--- config.mk ---
export PLATFORM = sky130hd
export DESIGN_NAME = alu_issue_buffer
export DESIGN_NICKNAME = d
export VERILOG_FILES = /design/src/rtl/alu_issue_buffer.sv
export SDC_FILE = /design/constraint.sdc
export NUM_CORES = 1
export LEC_CHECK = 0
export CORE_MARGIN = 2
export CORE_UTILIZATION = 54
export CTS_BUF_LIST = sky130_fd_sc_hd__clkbuf_8
export DETAILED_ROUTE_END_ITERATION = 7
export PLACE_DENSITY_LB_ADDON = 0.08
export SYNTH_ARGS = -nofsm -noshare
export SYNTH_HDL_FRONTEND = slang
export SYNTH_SLANG_ARGS = --single-unit
--- constraint.sdc ---
create_clock -name i_clk -period 8.4 [get_ports i_clk]
set_input_delay 1.26 -clock i_clk [delete_from_list [all_inputs] [get_ports i_clk]]
set_output_delay 1.26 -clock i_clk [all_outputs]
set_load 0.02 [all_outputs]
--- src/rtl/alu_issue_buffer.sv ---
// Two-entry skid buffer between decode and the ALU, with operand-2 select and writeback forwarding.
// Optional illegal-opcode flagging is enabled by defining ALU_ISSUE_OPCHECK_EN.
module alu_issue_buffer #(
    parameter int XLEN  = 32,
    parameter int RADDR = 5
) (
    input  logic             i_clk,
    input  logic             i_rst_n,
    input  logic             i_flush,
    input  logic             i_valid,
    output logic             o_ready,
    input  logic [RADDR-1:0] i_rs1,
    input  logic [RADDR-1:0] i_rs2,
    input  logic [RADDR-1:0] i_rd,
    input  logic [XLEN-1:0]  i_operand1,
    input  logic [XLEN-1:0]  i_operand2,
    input  logic [XLEN-1:0]  i_imm,
    input  logic             i_useImm,
    input  logic [3:0]       i_ALUControl,
    input  logic             i_fwdValid,
    input  logic [RADDR-1:0] i_fwdRd,
    input  logic [XLEN-1:0]  i_fwdData,
    output logic             o_valid,
    input  logic             i_ready,
    output logic [XLEN-1:0]  o_operand1,
    output logic [XLEN-1:0]  o_operand2,
    output logic [3:0]       o_ALUControl,
`ifdef ALU_ISSUE_OPCHECK_EN
    output logic             o_illegal,
`endif
    output logic [RADDR-1:0] o_rd
);

    typedef enum logic [1:0] {
        EMPTY = 2'd0,
        ONE   = 2'd1,
        TWO   = 2'd2
    } state_e;

    typedef struct packed {
        logic [XLEN-1:0]  op1;
        logic [XLEN-1:0]  op2;
        logic [RADDR-1:0] rs1;
        logic [RADDR-1:0] rs2;
        logic [RADDR-1:0] rd;
        logic             useImm;
        logic [3:0]       aluCtl;
`ifdef ALU_ISSUE_OPCHECK_EN
        logic             illegal;
`endif
    } entry_t;

    state_e state_q, state_d;
    entry_t head_q, head_d;
    entry_t skid_q, skid_d;
    entry_t capEntry, headSnoop, skidSnoop;
    logic   inFire, outFire;

    // Register 0 is hardwired to zero, so a write to it must never be forwarded.
    function automatic logic fwdHit(input logic [RADDR-1:0] rs, input logic fv,
                                    input logic [RADDR-1:0] frd);
        return fv && (frd != '0) && (frd == rs);
    endfunction

    function automatic entry_t snoop(input entry_t e, input logic fv,
                                     input logic [RADDR-1:0] frd, input logic [XLEN-1:0] fdata);
        entry_t r;
        r = e;
        if (fwdHit(e.rs1, fv, frd)) r.op1 = fdata;
        if (!e.useImm && fwdHit(e.rs2, fv, frd)) r.op2 = fdata;
        return r;
    endfunction

`ifdef ALU_ISSUE_OPCHECK_EN
    function automatic logic isLegal(input logic [3:0] ctl);
        case (ctl)
            4'd0, 4'd1, 4'd2, 4'd3, 4'd6, 4'd8, 4'd9, 4'd10: return 1'b1;
            default: return 1'b0;
        endcase
    endfunction
`endif

    assign o_ready = (state_q != TWO);
    assign o_valid = (state_q != EMPTY);
    assign inFire  = i_valid && o_ready;
    assign outFire = o_valid && i_ready;

    always_comb begin
        capEntry        = '0;
        capEntry.rs1    = i_rs1;
        capEntry.rs2    = i_rs2;
        capEntry.rd     = i_rd;
        capEntry.useImm = i_useImm;
        capEntry.aluCtl = i_ALUControl;
        capEntry.op1    = fwdHit(i_rs1, i_fwdValid, i_fwdRd) ? i_fwdData : i_operand1;
        if (i_useImm)
            capEntry.op2 = i_imm;
        else
            capEntry.op2 = fwdHit(i_rs2, i_fwdValid, i_fwdRd) ? i_fwdData : i_operand2;
`ifdef ALU_ISSUE_OPCHECK_EN
        capEntry.illegal = !isLegal(i_ALUControl);
`endif
    end

    // Held entries keep listening to writeback; the skid entry's snooped copy is what moves to head.
    always_comb begin
        headSnoop = snoop(head_q, i_fwdValid, i_fwdRd, i_fwdData);
        skidSnoop = snoop(skid_q, i_fwdValid, i_fwdRd, i_fwdData);
        state_d   = state_q;
        head_d    = head_q;
        skid_d    = skid_q;
        if (i_flush) begin
            state_d = EMPTY;
        end else begin
            case (state_q)
                EMPTY: begin
                    if (inFire) begin
                        state_d = ONE;
                        head_d  = capEntry;
                    end
                end
                ONE: begin
                    if (inFire && !outFire) begin
                        state_d = TWO;
                        head_d  = headSnoop;
                        skid_d  = capEntry;
                    end else if (!inFire && outFire) begin
                        state_d = EMPTY;
                    end else if (inFire && outFire) begin
                        head_d  = capEntry;
                    end else begin
                        head_d  = headSnoop;
                    end
                end
                TWO: begin
                    if (outFire) begin
                        state_d = ONE;
                        head_d  = skidSnoop;
                    end else begin
                        head_d  = headSnoop;
                        skid_d  = skidSnoop;
                    end
                end
                default: state_d = EMPTY;
            endcase
        end
    end

    always_ff @(posedge i_clk or negedge i_rst_n) begin
        if (!i_rst_n) begin
            state_q <= EMPTY;
            head_q  <= '0;
            skid_q  <= '0;
        end else begin
            state_q <= state_d;
            head_q  <= head_d;
            skid_q  <= skid_d;
        end
    end

    assign o_operand1 = head_q.op1;
    assign o_operand2 = head_q.op2;
    assign o_rd       = head_q.rd;

    // Illegal ops are steered to add so the ALU result stays defined.
`ifdef ALU_ISSUE_OPCHECK_EN
    assign o_illegal    = head_q.illegal;
    assign o_ALUControl = head_q.illegal ? 4'b0010 : head_q.aluCtl;
`else
    assign o_ALUControl = head_q.aluCtl;
`endif

endmodule

# After elaboration in Yosys (flattened, before gate mapping)
# Index checks and enable logic that the tools add are counted.
[word_totals]
ff_bits = 170
inputBits = 159
[op_classes]
eq_ne = 20
muxes = 22
n_bitwise = 2
reduce_logical = 28
[op_table]
columns = ["op", "count"]
rows = [
  ["84-bit 2-to-1 mux", 7],
  ["84-bit one-hot mux with 3 select lines", 1],
  ["32-bit 2-to-1 mux", 7],
  ["84-bit one-hot mux with 2 select lines", 1],
  ["5-bit equality test", 6],
  ["2-bit != test (second input constant)", 8],
  ["1-bit logical AND", 14],
  ["4-bit AND reduction", 3],
  ["2-bit 2-to-1 mux", 5],
  ["3-bit != test (second input constant)", 3],
  ["7-bit AND reduction", 1],
  ["2-bit one-hot mux with 3 select lines", 1],
  ["5-bit nonzero test", 1],
  ["1-bit zero test", 4],
  ["4-bit != test (second input constant)", 1],
  ["2-bit nonzero test", 2],
  ["3-bit AND reduction", 1],
  ["3-bit nonzero test", 1],
  ["2-bit by 1-bit equality test with 1-bit output (second input constant)", 1],
  ["2-bit equality test (second input constant)", 1],
  ["2-bit zero test", 1],
  ["1-bit NOT", 2],
]

# Depth between registers and ports, before layout
[depth]
depth_word = 9
ltp_mapped = 13

# Least setup slack after synthesis
# No wires, ideal clock.
[synth_path]
path_type = "input to register"
startpoint = "in i_fwdRd[1]"
endpoint = "reg head_q (netlist bit o_operand1[12])"
arrival_time_ns = 3.104
t_required_ns = 8.268
slack_ns = 5.164
stages = 9
cell_sequence = "buf_4 > or4_4 > o21a_1 > and3_1 > buf_6 > buf_6 > mux2_4 > a32oi_1 > o21ai_1"
[synth_via]
elab_chain_len = 8
[synth_lines]
columns = ["element", "line", "rtl"]
rows = [
  ["start, declared", "21", "input logic [RADDR-1:0] i_fwdRd,"],
  ["5-bit nonzero test", "62", "return fv && (frd != '0) && (frd == rs);"],
  ["1-bit logical AND (2 in a row)", "62", ""],
  ["32-bit 2-to-1 mux, on equally long branches", "69, 95", ""],
  ["84-bit 2-to-1 mux", "129", "end else if (inFire && outFire) begin"],
  ["84-bit 2-to-1 mux", "127", "end else if (!inFire && outFire) begin"],
  ["84-bit 2-to-1 mux", "123", "if (inFire && !outFire) begin"],
  ["84-bit one-hot mux with 3 select lines (*)", "115", "case (state_q)"],
  ["end signal, assigned", "152", "head_q <= '0;"],
  ["end signal, assigned", "156", "head_q <= head_d;"],
  ["end, declared", "54", "entry_t head_q, head_d;"],
]
# Mark *: on every way between the ends. The rest lies on a longest branch, timed or not. The select of a mux whose other input is x is not followed.
# A chain may end at the register's enable or synchronous reset.

# Final worst setup path
[layout_path]
startpoint = "in i_fwdRd[0]"
endpoint = "reg skid_q[25] (netlist bit)"
[layout_via]
elab_chain_len = 7
[layout_lines]
columns = ["element", "line", "rtl"]
rows = [
  ["5-bit nonzero test", "62", ""],
  ["1-bit logical AND (2 in a row)", "62", ""],
  ["32-bit 2-to-1 mux / 1-bit logical AND (equally long branches)", "99, 70", ""],
  ["32-bit 2-to-1 mux, on equally long branches", "96, 70", ""],
  ["84-bit 2-to-1 mux, on equally long branches", "123, 136", ""],
  ["84-bit one-hot mux with 2 select lines (*)", "115", ""],
  ["end signal, assigned", "157", "skid_q <= skid_d;"],
  ["end, declared", "55", "entry_t skid_q, skid_d;"],
]
# Marked as above.

==> results_dict.tcl <==
set metrics [dict create \
    synth_ff_type "dfrtp_1" \
    cp_data_arrival_time_ns 4.68 \
    powerDensity_mw_per_mm2 307 \
    drcViolationCount 0 \
    worstSetupPathType "in -> reg" \
    cp.required_ns 8.70 \
    yosys_warnings 0 \
    nets 1490 \
    reg2reg_from "state_q[0]$_DFFE_PN0P_" \
    leakagePower_uw 0.00501 \
    ys_seq_area_share_pct 38.6 \
    cts_tree "yes" \
    clock-sinks 170 \
    vias_per_cell 6.57 \
    rows 52 \
    timing.critical_path.slowest_stage_cell "clkdlybuf4s50_1" \
    die_w_um 147 \
    maxCapViolCount 0 \
    gp_congestion 0.859 \
    critPathLaunch "i_fwdRd[0]" \
    drive_above_1_share_pct 8.16 \
    clockBufferDepth 2 \
    fin_util_pct 67.8 \
    synth-seq-cells 170 \
    hold_path_class "reg -> reg" \
    rsz0062_at_grt "no" \
    grtUsageTotal_pct 32.6 \
    critPathCaptureType "flip-flop" \
    post_cts_resized 0 \
    cts_inserted_buffers 17 \
    period_share_pct 52.1 \
    clkTransAtPathRegs_ns 0.09 \
    hp-start "o_rd[3]$_DFFE_PN0P_" \
    cts_setup_buffers 0 \
    drt_iter0_markers 968 \
    maxSlewViolCount 0 \
    slew_headroom_pct 17.5 \
    globalRoute.totalOverflow 0 \
    fillerInstances 1638 \
    critPathLaunchType "input port" \
    grt_pass1_wl_um 56100 \
    dp.cells 1575 \
    dieArea_mm2 0.0216 \
    syn_avg_cell_area_um2 9.20 \
    crit_buf_inv 2 \
    fin_area_mm2 0.0136 \
    syn_nets 1364 \
    cts_root_buf "clkbuf_8" \
    core_area_mm2 0.0201 \
    io_pins 234 \
    grt_max_degree 95 \
    max_freq_mhz 228 \
    tightest_slew_ns 1.23 \
    port_buffers 233 \
    layoutNonFillerInstCount 1607 \
    insertion_delay_ns 0.47 \
    synth_cell_types 50 \
    grt_antenna_before_repair 1 \
    synth_area_mm2 0.0110 \
    power.ir.vdd_worst_mv 0.201 \
    synth_edf_count 0 \
    drt_wl_total_um 35600 \
    timing.final.crit_period_ns 4.38 \
    syn_inst 1198 \
    dpl.hpwl_um 22100 \
    ctsHtreeMaxLevel 4 \
    first_pass_iters 6 \
    path_max_fanout 65 \
    grt_pass1_vias 10400 \
    fin_tns_setup_ns 0 \
    ant_nets 0 \
    final-setup-viol-count 0 \
    critical-path-max-stage-delay_ns 0.80 \
    hold_violations 0 \
    postCtsHoldBufs 0 \
    syn_to_final_growth_pct 23.7 \
    status "completed" \
    async_flop_share_pct 100 \
    path_cells "clkdlybuf4s50_1, xnor2_1, nand4_1, nor4_2, buf_4, nand2_2, o22ai_1, a221oi_1" \
    placed_cell_area_mm2 0.0132 \
    wl_per_cell_um 22.1 \
    cp_top_family "buffers and inverters" \
    fin_worst_skew_ns 0.0120 \
    start_util_pct 54.8 \
    fp.dieH_um 147 \
    vias 10600 \
]
[area by class of cell]
class / count / area (um2) / share of cell area, %
Antenna cell: 1 / 2.50 / 0.0184
Clock buffer: 18 / 248 / 1.82
Clock inverter: 13 / 144 / 1.06
Inverter: 35 / 131 / 0.963
Multi-Input combinational cell: 847 / 6040 / 44.3
Sequential cell: 170 / 4250 / 31.2
Tap cell: 270 / 338 / 2.48
Timing Repair Buffer: 253 / 2480 / 18.2
[sequential cells by signal (all words and copies together), names as in the netlist]
register / count
state_q: 2
skidSnoop: 20
o_rd: 5
headSnoop: 11
skid_q: 64
o_operand1: 32
o_operand2: 32
o_ALUControl: 4
[cells in the final DEF (no fill, tap or decap), drive strengths merged, types with 28 or more instances in the layout]
master and count:
inv 38, nand2 80, a221oi 64, nor2 103, dfrtp 170, mux2i 116, a22oi 43, o22a 42
o21ai 122, o22ai 74, a41oi 28, o211ai 32, a31oi 32, clkdlybuf4s50 231
[logic make-up after synthesis]
logic type | after synthesis | share of synthesized area [%]
simple gates | 214 | 8.25
compound gates | 467 | 30.6
flops | 170 | 38.6
xor+xnor | 31 | 2.46
fa+ha+maj | 7 | 0.795
mux | 128 | 12.0
buf+inv | 181 | 7.31
[per-layer routing]
| layer | global-route usage (%) | vias up | wire [um] |
|---|---|---|---|
| met3 | 5.93 | 64 | 3120 |
| met1 | 45.0 | 5125 | 15000 |
| met2 | 52.1 | 574 | 16500 |
| met5 | 0 | - | 0 |
| met4 | 11.6 | 0 | 991 |
| li1 | - | 4797 | - |
[power breakdown]
| group | switching, uW | internal, uW |
|---|---|---|
| Sequential | 317 | 1210 |
| Combinational | 1100 | 963 |
| Clock | 324 | 274 |
| Total | 1740 | 2450 |
[synth_stat cells (17+ instances only)]
master | n | area share, %
a31oi_1 | 32 | 1.8
dfrtp_1 | 170 | 39
nand2_1 | 78 | 2.7
nor2_1 | 102 | 3.5
o22ai_1 | 74 | 4.2
a41oi_1 | 28 | 2.2
o21ai_0 | 54 | 2.5
xnor2_1 | 17 | 1.4
o21ai_1 | 46 | 2.1
buf_4 | 18 | 1.2
o211ai_1 | 30 | 2.0
clkbuf_1 | 101 | 3.4
a221oi_1 | 64 | 5.1
inv_1 | 35 | 1.2
buf_2 | 17 | 0.77
o21ai_2 | 21 | 1.7
o22a_1 | 42 | 3.3
mux2i_1 | 116 | 11
a22oi_1 | 43 | 2.9
[metrics by stage]
step / power (uW) / hold slack (ns) / setup WS, ns
4_1_cts: 4170 / 0.492 / 4.10
6_report: 4190 / 0.485 / 4.02
2_1_floorplan: 2820 / 0.451 / 5.16
3_3_place_gp: 3510 / 0.462 / 3.69
5_1_grt: 4450 / 0.516 / 3.76
3_5_place_dp: 3570 / 0.470 / 3.62
[tightest hold or removal path: cells and delay by family (launching register included)]
kind / cells / cell delay (ns)
AO/OA/AOI/OAI: 1 / 0.06
flip-flops: 1 / 0.35
AND/OR/NAND/NOR: 1 / 0.04
[final timing paths]
kind	to	slack (ns)	depth (start not counted)
worst min-delay path	o_rd[3]$_DFFE_PN0P_	0.48	2
worst max register to register	o_operand1[8]$_DFFE_PN0P_	4.03	11
worst min register to register	o_rd[3]$_DFFE_PN0P_	0.48	2
worst max-delay path	skid_q[25]$_DFFE_PN0P_	4.02	8
max in group asynchronous	o_operand2[28]$_DFFE_PN0P_	5.72	3
min in group asynchronous	o_ALUControl[2]$_DFFE_PN0P_	0.77	1
Power figures use the tool's default switching activity.
